**config.mk**
```make
export PLATFORM = sky130hd
export DESIGN_NAME = tmds_channel_sched
export DESIGN_NICKNAME = d
export VERILOG_FILES = /design/src/rtl/tmds_pkg.sv /design/src/rtl/tmds_shift10.sv /design/src/rtl/tmds_channel_sched.sv
export SDC_FILE = /design/constraint.sdc
export NUM_CORES = 1
export LEC_CHECK = 0
export ABC_CLOCK_PERIOD_IN_PS = 1510
export BUFFER_PORTS_ARGS = -buffer_cell sky130_fd_sc_hd__buf_2
export CAP_MARGIN = 0
export CORE_UTILIZATION = 49
export CTS_CLUSTER_DIAMETER = 120
export DETAILED_ROUTE_END_ITERATION = 12
export GPL_ROUTABILITY_DRIVEN = 0
export PLACE_DENSITY = 0.78
export SYNTH_ARGS = -nofsm -noshare
export SYNTH_HDL_FRONTEND = slang
export SYNTH_SLANG_ARGS = --single-unit
```
**constraint.sdc**
```tcl
create_clock -name clk -period 1.51 [get_ports clk]
set_input_delay 0.0755 -clock clk [delete_from_list [all_inputs] [get_ports clk]]
set_output_delay 0.0755 -clock clk [all_outputs]
set_load 0.005 [all_outputs]
```
**src/rtl/tmds_pkg.sv**
```systemverilog
// tmds_pkg: shared states, symbol length and control tokens for the TMDS channel scheduler
package tmds_pkg;
    typedef enum logic [1:0] {IDLE, BLANK, ACTIVE} state_t;
    localparam int SYM_LEN = 10;
    localparam logic [SYM_LEN-1:0] TOK_00 = 10'b1101010100;
    localparam logic [SYM_LEN-1:0] TOK_01 = 10'b0010101011;
    localparam logic [SYM_LEN-1:0] TOK_10 = 10'b0101010100;
    localparam logic [SYM_LEN-1:0] TOK_11 = 10'b1010101011;
    function automatic logic [SYM_LEN-1:0] ctrl_token(input logic [1:0] c);
        return c == 2'b00 ? TOK_00 : c == 2'b01 ? TOK_01 : c == 2'b10 ? TOK_10 : TOK_11;
    endfunction
endpackage

```
**src/rtl/tmds_shift10.sv**
```systemverilog
// tmds_shift10: 10-bit symbol register, parallel load or LSB-first serial shift with zero fill
module tmds_shift10
    import tmds_pkg::*;
(
    input  logic               clk,
    input  logic               s_rst,
    input  logic               load,
    input  logic [SYM_LEN-1:0] d,
    output logic               bit0
);
    logic [SYM_LEN-1:0] sr_q, sr_d;
    // reload at a symbol boundary, otherwise move the next bit into position 0
    always_comb sr_d = load ? d : {1'b0, sr_q[SYM_LEN-1:1]};
    // reset parks the line on the 00 control token
    always_ff @(posedge clk)
        if (s_rst) sr_q <= TOK_00;
        else sr_q <= sr_d;
    assign bit0 = sr_q[0];
endmodule

```
**src/rtl/tmds_channel_sched.sv**
```systemverilog
// tmds_channel_sched: per-symbol scheduler for one TMDS channel (pixel hold, encoder handshake, serializer)
module tmds_channel_sched
    import tmds_pkg::*;
(
    input  logic       clk,
    input  logic       s_rst,
    input  logic       de,
    input  logic [1:0] ctrl,
    input  logic [7:0] pix_data,
    input  logic       pix_valid,
    output logic       pix_ready,
    output logic [7:0] enc_pix,
    input  logic [9:0] enc_q,
    output logic       enc_load,
    output logic       enc_s_rst,
    output logic       tmds_bit,
    output logic       underrun
);
    logic [3:0] sym_cnt_q, sym_cnt_d;
    state_t     state_q, state_d;
    logic [7:0] hold_reg_q, hold_reg_d;
    logic       hold_full_q, hold_full_d;
    logic       underrun_q, underrun_d;
    logic       boundary, take;
    logic [SYM_LEN-1:0] shift_d;
    assign boundary  = sym_cnt_q == 4'(SYM_LEN - 1);
    assign pix_ready = !s_rst && de && !hold_full_q && !boundary;
    assign take      = pix_valid && pix_ready;
    assign enc_load  = !s_rst && boundary && de;
    assign enc_s_rst = s_rst || state_q != ACTIVE;
    assign enc_pix   = hold_reg_q;
    assign underrun  = underrun_q;
    assign shift_d   = de ? enc_q : ctrl_token(ctrl);
    // next state: mode and hold slot only change at the boundary; a pixel can only land mid-symbol
    always_comb begin
        sym_cnt_d   = boundary ? 4'd0 : sym_cnt_q + 4'd1;
        state_d     = boundary ? (de ? ACTIVE : BLANK) : state_q;
        hold_reg_d  = take ? pix_data : hold_reg_q;
        hold_full_d = take ? 1'b1 : (boundary ? 1'b0 : hold_full_q);
        underrun_d  = underrun_q || (boundary && de && !hold_full_q);
    end
    // state registers; reset aborts the current symbol and restarts the count
    always_ff @(posedge clk) begin
        if (s_rst) begin
            sym_cnt_q   <= 4'd0;
            state_q     <= IDLE;
            hold_reg_q  <= 8'd0;
            hold_full_q <= 1'b0;
            underrun_q  <= 1'b0;
        end else begin
            sym_cnt_q   <= sym_cnt_d;
            state_q     <= state_d;
            hold_reg_q  <= hold_reg_d;
            hold_full_q <= hold_full_d;
            underrun_q  <= underrun_d;
        end
    end
    tmds_shift10 u_shift (
        .clk  (clk),
        .s_rst(s_rst),
        .load (boundary),
        .d    (shift_d),
        .bit0 (tmds_bit)
    );
endmodule

```
==> results.py <==
metrics = {
    "yosys": {
        "yosys_warnings": 0,
        "synth-seq-cells": 26,
        "synth-seq-area-share_pct": 46.0,
        "syn-cell-area_sq_um": 1130,
        "synth_largest_area_cell": "dfxtp_1",
        "synth_top_area_share_pct": 46.0,
        "syn_inst": 119,
        "yosys-top-cells-area": "dfxtp_1 46%, nand2b_1 9.4%, mux2i_1 7.1%, a211oi_1 4.0%, nor2_1 4.0%",
        "avgSynthCellArea_sq_um": 9.52,
        "synth.distinct_cells": 29,
        "synth_nets": 145,
    },
    "timing": {
        "setup_violations": 0,
        "period_share_pct": 98.8,
        "worst_slack_ps": 18.8,
        "tns_ps": 0,
        "final.min_clock_period_ps": 1490,
        "rsz0062_at_grt": "true",
        "max-slew-margin-rel_pct": 75.0,
        "fmax_ghz": 0.671,
        "finClkSkew_ps": 4.18,
        "maxSlewViolCount": 0,
        "worst_pin_slew_ps": 374,
        "hold_violations": 0,
    },
    "final_layout": {
        "layout_common_cells": "36 x buf_2, 24 x dfxtp_1, 17 x nand2b_1",
        "instances_no_fill": 188,
        "register_area_sq_um": 523,
        "n_fill_cell": 178,
        "multi_input_area_sq_um": 589,
        "postLayoutCellArea_sq_um": 1440,
        "final_common_cell": "buf_2",
        "syn2layout_area_growth_pct": 27.2,
        "drive_above_1_share_pct": 38.1,
        "diodes": 0,
        "final_nets": 187,
    },
    "grt": {
        "grt_pass1_wl_um": 4010,
        "grt_max_degree": 21,
        "track_usage_pct": 20.9,
        "grt_overflow": 0,
        "antenna_found_initial": 0,
        "grt_pass1_vias": 958,
    },
    "setup_path": {
        "cp_max_fo": 3,
        "path_cells": "inv_2 -> ha_4 -> and3b_2 -> nor3b_2 -> buf_2",
        "slowest_stage": "dfxtp_2",
        "critPathRequiredTime_ps": 1430,
        "crit_buf_inv": 2,
        "crit_type": "reg2out",
        "critPathMaxStageDelay_ps": 370,
        "worstSetupStartpointType": "flip-flop",
        "crit_family": "simple AND/OR/NAND/NOR gates",
        "crit_arrival_ps": 1420,
        "critPathCaptureType": "output port",
    },
    "clock_tree": {
        "h-tree-depth": 1,
        "cts-root-buf": "clkbuf_4",
        "cts.sinks": 26,
        "cts_buffers": 3,
        "clk_pin_slew_ps": 130,
        "clkLatencyLatePin_ps": 310,
        "cts_buffer_depth": 2,
        "cts_tree": "done",
    },
    "die": {
        "core_sq_um": 2190,
        "rows": 17,
        "io_pins": 37,
        "die_x_um": 50.1,
        "die-area_sq_um": 2510,
        "initial_core_util_pct": 51.7,
        "die_h_um": 50.1,
    },
    "placement": {
        "portBuffers": 36,
        "dp_cells": 176,
        "pre_cts_ws_ps": 56.4,
        "postPlaceCellArea_sq_um": 1310,
        "dp_hpwl_um": 1600,
    },
    "route": {
        "wl_per_cell_um": 12.8,
        "drtIter0Drc": 18,
        "drc_errors": 0,
        "via_count": 984,
        "ant_nets": 0,
        "vias_per_cell": 5.23,
        "drt_first_pass_iters": 4,
        "drt_wl_total_um": 2410,
    },
    "power_and_ir_drop": {
        "finalPower_mw": 1.27,
        "power-per-cell-area_nw_per_um2": 879,
        "p_leak_nw": 0.656,
        "vdd_ir_drop_max_mv": 0.540,
    },
    "worst_hold_path": {
        "hp-class": "in2reg",
    },
    "flow_run": {
        "maxCapViolations": 0,
    },
    "run_status": {
        "outcome": "complete, no violations",
    },
}
-- cell usage after synthesis --
cell type and instances:
a211oi_1 6, xor2_1 1, nand3_1 1, and3_4 1
nor2_1 12, mux2i_1 8, clkbuf_2 1, dfxtp_1 26
nor2b_4 1, or2_2 1, a211o_1 4, buf_6 1
xnor2_1 1, nand2b_1 17, nor3b_1 1, buf_2 3
nand4b_1 1, clkbuf_1 3, nand3b_4 1, and3b_1 1
a21oi_1 7, nor3_1 5, ha_1 2, a31oi_1 2
inv_1 1, nor2b_1 1, o31ai_1 1, or3b_2 2
nand2_1 7
-- cell type report --
type	instances	share of cell area (%)
well taps	28	2.43
flip-flops and latches	26	36.3
repair buffers	45	17.5
inverters	1	0.261
clock buffers	4	2.52
multi-input cells	84	40.9
-- worst paths after layout --
path	from	end	slack, ps	depth (start not counted)
min reg2reg	u_shift.sr_q[7]	u_shift.sr_q[6]	460	1
max reg2reg	sym_cnt_q[1]	u_shift.sr_q[9]	50	7
min	enc_q[9]	u_shift.sr_q[9]	10	3
max	sym_cnt_q[1]	pix_ready	20	5
-- cell families after synthesis --
| kind of cell | count (synthesis) | synth area share [%] |
|---|---|---|
| AND/OR/NAND/NOR | 52 | 27.2 |
| flip-flops | 26 | 46.0 |
| AO/OA/AOI/OAI | 20 | 11.9 |
| buffers and inverters | 9 | 4.09 |
| multiplexers | 8 | 7.07 |
| XOR/XNOR | 2 | 1.55 |
| adder cells (fa/ha/maj) | 2 | 2.21 |
-- per-stage QoR --
| stage | hold WS (ps) | util, % |
|---|---|---|
| 3_5_place_dp | 338 | 59.9 |
| 3_3_place_gp | 332 | 59.9 |
| 2_1_floorplan | 220 | - |
| 5_1_grt | 7.42 | 65.7 |
| 6_report | 10.3 | 65.7 |
| 4_1_cts | 6.11 | 64.4 |
-- layer usage --
metal | global-route usage (%) | share of wire [%] | routed length [um] | vias to the layer above
met1 | 24.0 | 43 | 1040 | 460
met4 | 5.71 | 0.96 | 23 | 0
met3 | 3.09 | 4.6 | 110 | 4
met5 | 0 | 0 | 0 | -
met2 | 39.3 | 51 | 1230 | 30
li1 | - | - | - | 490
-- worst register-to-register path: cells and delay by family, from the launching register on --
| family | cells | cell delay (ps) |
|---|---|---|
| adder cells (fa/ha/maj) | 1 | 150 |
| flip-flops | 1 | 370 |
| AO/OA/AOI/OAI | 2 | 250 |
| AND/OR/NAND/NOR | 1 | 240 |
| buffers and inverters | 3 | 340 |
-- state kept, by name, indices dropped and copies added, names as in the netlist --
| register | cells |
|---|---|
| u_shift.sr_q | 10 |
| enc_pix | 8 |
| sym_cnt_q | 4 |
| state_q | 2 |
| hold_full_q | 1 |
| underrun | 1 |
-- power breakdown --
part           total, mW  switching, mW  internal [mW]
Sequential         0.745         0.0207          0.725
Combinational      0.178         0.0816         0.0966
Clock              0.342          0.195          0.147
Total               1.27          0.297          0.969
-- what timing repair did --
action / CTS / global route
setup buffers: 4 / 2
hold endpoints to repair: 1 / 1
endpoints found under the setup margin: 2 / 3
pin swaps: 0 / 2
hold buffers: 1 / 1
cloned: 0 / 0
gates resized for setup: 6 / 3
Power figures use the tool's default switching activity.
